File: src/rtl/booth_pkg.sv
// Shared types and helpers for the sequential radix-2 Booth multiplier.
package booth_pkg;

  typedef enum logic [1:0] {
    ST_IDLE = 2'd0,
    ST_RUN  = 2'd1,
    ST_DONE = 2'd2
  } booth_state_e;

  localparam int WIDTH_MIN = 4;
  localparam int WIDTH_MAX = 32;

  function automatic bit width_ok(input int w);
    return (w >= WIDTH_MIN) && (w <= WIDTH_MAX);
  endfunction

  // Bit prepended to an operand: its MSB in signed mode, 0 in unsigned mode.
  function automatic logic ext_bit(input logic msb, input logic is_signed);
    return is_signed & msb;
  endfunction

endpackage

File: src/rtl/booth_step.sv
// One radix-2 Booth step: conditional add/subtract of M into A, then an
// arithmetic right shift of {A,Q,Q_1} by one bit.
module booth_step #(
  parameter int OW = 9
) (
  input  logic [OW:0]   a,
  input  logic [OW-1:0] q,
  input  logic          q_1,
  input  logic [OW-1:0] m,
  output logic [OW:0]   a_nx,
  output logic [OW-1:0] q_nx,
  output logic          q_1_nx
);

  logic [OW:0] m_wide;
  logic [OW:0] sum;

  assign m_wide = {m[OW-1], m};

  always_comb begin
    sum = a;
    case ({q[0], q_1})
      2'b01:   sum = a + m_wide;
      2'b10:   sum = a - m_wide;
      default: sum = a;
    endcase
  end

  // Duplicating sum's MSB keeps the shift arithmetic; Q's LSB falls into Q_1.
  assign {a_nx, q_nx, q_1_nx} = {sum[OW], sum, q};

endmodule

File: src/rtl/booth_mult_seq.sv
// Sequential radix-2 Booth multiplier with per-transaction signed/unsigned mode.
// Optional BOOTH_ZERO_SKIP_EN: zero operands go straight to DONE with product 0.
module booth_mult_seq
  import booth_pkg::*;
#(
  parameter int WIDTH = 8
) (
  input  logic               clk,
  input  logic               rst_n,
  input  logic               in_valid,
  output logic               in_ready,
  input  logic [WIDTH-1:0]   multiplicand,
  input  logic [WIDTH-1:0]   multiplier,
  input  logic               is_signed,
  output logic               out_valid,
  input  logic               out_ready,
  output logic [2*WIDTH-1:0] product,
  output logic [1:0]         dbg_state
);

  localparam int OW = WIDTH + 1;
  localparam int CW = $clog2(OW + 1);

  localparam logic [1:0] S_IDLE = ST_IDLE;
  localparam logic [1:0] S_RUN  = ST_RUN;
  localparam logic [1:0] S_DONE = ST_DONE;

  if (!width_ok(WIDTH)) begin : g_width_check
    $error("booth_mult_seq: WIDTH must be within 4..32");
  end

  // Handshakes: a transfer happens on any clk edge where valid && ready.
  // in_ready is high only in IDLE; out_valid/product hold in DONE until out_ready.
  logic [1:0]    state;
  logic [OW:0]   a;
  logic [OW-1:0] q;
  logic          q_1;
  logic [OW-1:0] m;
  logic [CW-1:0] cnt;

  logic [OW-1:0] m_ext;
  logic [OW-1:0] q_ext;
  logic [OW:0]   a_nx;
  logic [OW-1:0] q_nx;
  logic          q_1_nx;

  assign m_ext     = {ext_bit(multiplicand[WIDTH-1], is_signed), multiplicand};
  assign q_ext     = {ext_bit(multiplier[WIDTH-1], is_signed), multiplier};
  assign in_ready  = (state == S_IDLE);
  assign dbg_state = state;

  booth_step #(.OW(OW)) u_step (
    .a      (a),
    .q      (q),
    .q_1    (q_1),
    .m      (m),
    .a_nx   (a_nx),
    .q_nx   (q_nx),
    .q_1_nx (q_1_nx)
  );

  always_ff @(posedge clk) begin
    if (!rst_n) begin
      state     <= S_IDLE;
      out_valid <= 1'b0;
      product   <= '0;
      a         <= '0;
      q         <= '0;
      q_1       <= 1'b0;
      m         <= '0;
      cnt       <= '0;
    end else begin
      case (state)
        S_IDLE: begin
          if (in_valid) begin
            a   <= '0;
            q   <= q_ext;
            q_1 <= 1'b0;
            m   <= m_ext;
            cnt <= CW'(OW);
`ifdef BOOTH_ZERO_SKIP_EN
            if ((multiplicand == '0) || (multiplier == '0)) begin
              state     <= S_DONE;
              out_valid <= 1'b1;
              product   <= '0;
            end else begin
              state <= S_RUN;
            end
`else
            state <= S_RUN;
`endif
          end
        end
        S_RUN: begin
          a   <= a_nx;
          q   <= q_nx;
          q_1 <= q_1_nx;
          cnt <= cnt - 1'b1;
          if (cnt == CW'(1)) begin
            state     <= S_DONE;
            out_valid <= 1'b1;
            // Low 2*WIDTH bits of the post-shift {A,Q}.
            product   <= {a_nx[WIDTH-2:0], q_nx};
          end
        end
        S_DONE: begin
          if (out_ready) begin
            state     <= S_IDLE;
            out_valid <= 1'b0;
          end
        end
        default: state <= S_IDLE;
      endcase
    end
  end

endmodule

File: config.mk
export PLATFORM = sky130hd
export DESIGN_NAME = booth_mult_seq
export DESIGN_NICKNAME = d
export VERILOG_FILES = /design/src/rtl/booth_pkg.sv /design/src/rtl/booth_step.sv /design/src/rtl/booth_mult_seq.sv
export SDC_FILE = /design/constraint.sdc
export NUM_CORES = 1
export LEC_CHECK = 0
export ABC_AREA = 1
export CORE_ASPECT_RATIO = 1.5
export CORE_MARGIN = 10
export CORE_UTILIZATION = 30
export DETAILED_ROUTE_END_ITERATION = 6
export PLACE_DENSITY = 0.46
export SYNTH_ARGS = -nofsm -noshare
export SYNTH_HDL_FRONTEND = slang
export SYNTH_SLANG_ARGS = --single-unit
export TNS_END_PERCENT = 50
File: constraint.sdc
create_clock -name clk -period 2.7 [get_ports clk]
set_input_delay 0.54 -clock clk [delete_from_list [all_inputs] [get_ports clk]]
set_output_delay 0.54 -clock clk [all_outputs]
set_load 0.01 [all_outputs]
Word level (Yosys, flattened, before mapping)
Index checks and enable logic that the tools add are counted.
{"block": "word_totals", "ff_bits": 52, "output_inout_bits": 20, "word_cells": 45}
{"block": "classes", "addsub": 3, "n_eq_ne": 8, "muxes": 16, "bitwise": 2, "reduce_logical": 8}
{"op": "10-bit case mux with 2 select lines", "n": 2}
{"op": "9-bit case mux with 2 select lines", "n": 1}
{"op": "10-bit adder", "n": 1}
{"op": "10-bit two-way mux", "n": 1}
{"op": "10-bit subtractor", "n": 1}
{"op": "9-bit two-way mux", "n": 1}
{"op": "4-bit case mux with 2 select lines", "n": 1}
{"op": "2-bit two-way mux", "n": 3}
{"op": "2-bit inequality test (second input constant)", "n": 3}
{"op": "2-bit case mux with 3 select lines", "n": 1}
{"op": "2-bit AND reduction", "n": 3}
{"op": "3-bit AND reduction", "n": 2}
{"op": "2-bit by 1-bit equality test with 1-bit output (second input constant)", "n": 2}
{"op": "2-bit equality test (second input constant)", "n": 2}
{"op": "4-bit by 1-bit equality test with 1-bit output (second input constant)", "n": 1}
{"op": "4-bit two-way mux", "n": 1}
{"op": "1-bit case mux with 2 select lines", "n": 2}
{"op": "2-bit nonzero test", "n": 2}
{"op": "4-bit by 1-bit subtractor with 4-bit output (second input constant)", "n": 1}
{"op": "1-bit two-way mux", "n": 3}
{"op": "1-bit bitwise AND", "n": 2}
{"op": "2-bit logical NOT", "n": 1}

Logic depth before layout (Yosys ltp)
{"block": "depth", "word_depth": 3, "ltp_mapped": 20, "ltp_nobuf": 20}

Hierarchy
A second synthesis with hierarchy kept.
{"block": "unflattened", "hier_cells": 476, "hier_area_um2": 3065.4}
{"module": "booth_mult_seq", "instances": 1, "cells_per_inst": 316, "area_each_um2": 2170.8, "seq_area_each_um2": 1041.0}
{"module": "booth_step", "instances": 1, "cells_per_inst": 160, "area_each_um2": 894.6, "seq_area_each_um2": 0.0}

Worst setup path after synthesis
Ideal clock, no wire load.
{"block": "synth_path", "path_type": "register to register", "from": "register q_1", "to": "register product[15]", "setup_time_ns": 0.115, "arrival_time_ns": 2.118, "required_ns": 2.585, "path_slack_ns": 0.467, "path_stages_with_launch": 17, "n_path_buf": 1, "period_less_slack_ns": 2.233, "cell_sequence": "dfxtp_1 inv_1 ha_1 clkbuf_1 inv_1 o21ai_0 xor2_1 inv_1 ha_1 nand2_1 inv_1 a21oi_1 nand3_1 nand3_1 nand2_1 o21ai_0 inv_1"}
{"block": "synth_between", "elab_chain_len": 2}
{"element": "start, declared", "line_no": "booth_mult_seq.sv:37", "text": "logic q_1;"}
{"element": "start signal, assigned", "line_no": "booth_mult_seq.sv:97", "text": "q_1 <= q_1_nx;"}
{"element": "2-bit equality test / 2-bit by 1-bit equality test with 1-bit output (equally long branches)", "line_no": "booth_step.sv:22", "text": "case ({q[0], q_1})"}
{"element": "10-bit case mux with 2 select lines (*)", "line_no": "booth_step.sv:22"}
{"element": "end signal, assigned", "line_no": "booth_mult_seq.sv:103", "text": "product <= {a_nx[WIDTH-2:0], q_nx};"}
{"element": "end, declared", "line_no": "booth_mult_seq.sv:17", "text": "output logic [2*WIDTH-1:0] product,"}
Mark *: on every way between the ends. The rest lies on a longest branch, timed or not.
A chain may end at the register's enable or synchronous reset.

Final worst setup path
{"block": "layout_path", "from": "register m[0]", "to": "register a[6]"}
{"block": "layout_between", "elab_chain_len": 3}
{"element": "start, declared", "line_no": "booth_mult_seq.sv:38", "text": "logic [OW-1:0] m;"}
{"element": "start signal, assigned", "line_no": "booth_mult_seq.sv:79", "text": "m <= m_ext;"}
{"element": "10-bit subtractor / 10-bit adder (equally long branches)", "line_no": "booth_step.sv:24, booth_step.sv:23"}
{"element": "10-bit case mux with 2 select lines (*)", "line_no": "booth_step.sv:22"}
{"element": "10-bit case mux with 2 select lines (*)", "line_no": "booth_mult_seq.sv:73", "text": "case (state)"}
{"element": "end signal, assigned", "line_no": "booth_mult_seq.sv:95", "text": "a <= a_nx;"}
{"element": "end, declared", "line_no": "booth_mult_seq.sv:35", "text": "logic [OW:0] a;"}
Marks and branches as above.

==> results.py <==
metrics = {
    "setup_path": {
        "cp_data_arrival_time_ns": 2.61,
        "path_class": "flip-flop to flip-flop",
        "cp-start-kind": "flip-flop",
        "r2r_slack_ns": 0.31,
        "crit_required_ns": 2.92,
        "cp_max_fo": 5,
        "end_kind": "flip-flop",
    },
    "floorplan": {
        "initial_core_util_pct": 31.1,
        "die_y_um": 137,
        "core_area_um2": 8880,
        "die-area_um2": 13500,
        "fp-row-count": 42,
        "io_pins": 41,
        "die_w_um": 98.3,
    },
    "clock_network": {
        "numCtsBuffers": 5,
        "root_buffer": "clkbuf_16",
        "clock_sinks": 51,
        "tritoncts": "yes",
        "htreeDepth": 2,
        "post-cts-setup-buffers": 0,
        "clock_latency_ns": 0.29,
        "cts_buffer_depth": 2,
        "path_clk_slew_ns": 0.07,
    },
    "yosys": {
        "post-synth-top-count-cell": "nand2_1",
        "synthCells": 402,
        "yosys-top-cells-count": "122 x nand2_1, 51 x dfxtp_1, 45 x inv_1, 39 x a21oi_1, 31 x nor2_1",
        "ys_seq_area_share_pct": 37.0,
        "yosys.area.top_type": "dfxtp_1",
        "synthXorXnorAreaFrac_pct": 2.22,
        "yosys_warnings": 0,
        "avgSynthCellArea_um2": 6.87,
        "synthFlopType": "dfxtp_1",
        "synth_compound_area_share_pct": 15.9,
        "synth-simple-area-share_pct": 28.3,
        "synth_adder_area_share_pct": 6.62,
        "synth_top_family_by_area": "simple AND/OR/NAND/NOR gates",
        "synth_edf_count": 0,
        "ys_ff_latch": 51,
        "synth_area_leaders": "dfxtp_1 37%, nand2_1 17%, a21oi_1 7.1%",
        "syn_area_um2": 2760,
        "synth_top_area_share_pct": 37.0,
        "synth_nets": 437,
        "synthMuxAreaShare_pct": 0,
        "synth-async-reset-ratio_pct": 0,
        "synth.distinct_cells": 36,
    },
    "sta": {
        "report.final.slew_viol_count": 0,
        "slew_headroom_pct": 62.1,
        "fin_ws_ns": 0.311,
        "hold_ws_ns": 0.461,
        "finalHoldViolations": 0,
        "fmax_mhz": 419,
        "rsz0062_at_grt": "no",
        "setup_viol": 0,
        "period_needed_ns": 2.39,
        "tns_ns": 0,
        "worst_pin_slew_ns": 0.568,
        "fin_skew_ns": 0.00502,
        "finalCritPeriodShare_pct": 88.5,
    },
    "power_and_ir_drop": {
        "swShare_pct": 32.7,
        "intPower_mw": 1.38,
        "ir_drop_v": 0.000321,
        "p_seq_share_pct": 41.0,
        "p_sw_uw": 669,
        "powerDensity_nw_per_um2": 596,
        "p_total_mw": 2.05,
        "power.leakage_nw": 1.46,
        "clkPwrFrac_pct": 29.5,
        "power_frac_comb_pct": 29.5,
    },
    "route": {
        "postRouteAntennaNets": 0,
        "via_per_inst": 4.70,
        "vias": 2581,
        "drc": 0,
        "drt_first_pass_iters": 4,
        "drt-initial-drc-count": 143,
        "routed_wl_um": 7730,
        "wl_per_cell_um": 14.1,
    },
    "run_status": {
        "outcome": "complete, no violations",
    },
    "layout": {
        "multi_input_area_um2": 1480,
        "register_area_um2": 1020,
        "final_layout_size_suffix_gt1_share_pct": 6.38,
        "finalNetCount": 475,
        "antenna_cells": 0,
        "area_growth_pct": 24.5,
        "fill_cells": 962,
    },
    "global_route": {
        "grt_usage_pct": 11.6,
        "grt_pass1_wl_um": 12900,
        "grt_pass1_vias": 2607,
        "globalRouteOverflowTotal": 0,
        "grt_max_degree": 23,
        "antenna_found_initial": 0,
    },
    "place": {
        "dp_slack_ns": 0.133,
        "dp_hpwl_um": 6010,
        "port_buffers": 40,
        "place_congestion": 0.875,
    },
    "hold_path": {
        "hold_class": "flip-flop to flip-flop",
    },
    "job": {
        "max_cap_violations": 0,
    },
}
[registers in the layout, summed over array words and instances, names as in the netlist]
signal and count:
q_1 1, q 9, a 9, out_valid 1, product 16, dbg_state 2
m 9, cnt 4
[per-layer routing]
layer | vias up | track usage [%] | share of wire [%]
met5 | - | 0 | 0
met4 | 0 | 4.55 | 2.0
met1 | 1181 | 12.4 | 42
met2 | 30 | 21.6 | 53
met3 | 8 | 2.56 | 2.8
li1 | 1362 | - | -
[final timing paths]
check        depth (start not counted)                      to              startpoint
max                                 20       a[6]$_SDFFE_PN0P_       m[0]$_SDFFE_PN0P_
min                                  2  out_valid$_SDFFE_PN0P_  out_valid$_SDFFE_PN0P_
max reg2reg                         20       a[6]$_SDFFE_PN0P_       m[0]$_SDFFE_PN0P_
min reg2reg                          2  out_valid$_SDFFE_PN0P_  out_valid$_SDFFE_PN0P_
[cells by family (layout without fill, tap and decap cells)]
group	Yosys count	after routing
DFF	51	51
adders and majority gates	14	14
buffers and inverters	65	102
and+or+nand+nor	186	186
AOI/OAI and AO/OA	79	79
xor gates and xnor gates	7	7
[power groups by stage]
stage / Combinational, mW / Sequential [mW] / Clock [mW]
floorplan: 0.414 / 0.852 / 0
global placement: 0.595 / 0.856 / 0
detailed placement: 0.598 / 0.857 / 0
CTS: 0.601 / 0.840 / 0.630
global route: 0.691 / 0.848 / 0.658
finish: 0.603 / 0.840 / 0.604
[worst max-delay path: stages (launching register included)]
cell	delay (ns)
dfxtp_1	0.32
inv_1	0.09
ha_1	0.14
inv_1	0.05
nor2_2	0.09
inv_1	0.07
nor2_2	0.10
nand2_1	0.06
nand2_1	0.07
xor2_1	0.14
inv_1	0.09
ha_4	0.24
nand2_1	0.10
inv_1	0.05
a21oi_1	0.19
nand2_1	0.08
nand2_1	0.05
nand3_1	0.07
nand2_1	0.13
nand2_1	0.06
a21oi_1	0.13
[layout make-up]
class	instances	area share (%)
inverters	49	5.43
flip-flops and latches	51	29.7
multi-input cells	286	43.2
well taps	110	4.01
repair buffers	47	13.9
clock buffers	6	3.75
[cell usage in the layout, fill, tap and decap left out, types with 5 or more instances in the layout]
master           netlist  layout
o21ai_0               18      17
xor2_1                 5       5
nand3_1               20      20
a31oi_1                9       9
clkdlybuf4s50_1        0      40
inv_1                 45      45
ha_1                  13      11
nand2_1              122     122
a21oi_1               39      39
buf_4                  2       5
clkbuf_16              0       5
nor2_1                31      29
dfxtp_1               51      51
[what timing repair did]
item | in CTS | in global routing
gates resized for setup | 0 | 6
hold buffers | 0 | 0
setup endpoints to repair | 0 | 3
[through the flow]
stage / area, um2 / instances / utilization (%)
detailed placement: 3290 / 543 / 37.0
finish: 3440 / 549 / 38.7
CTS: 3420 / 549 / 38.5
global placement: 3290 / 543 / 37.0
global route: 3440 / 549 / 38.7
floorplan: 2760 / 402 / -
(Power assumes the default switching activity.)
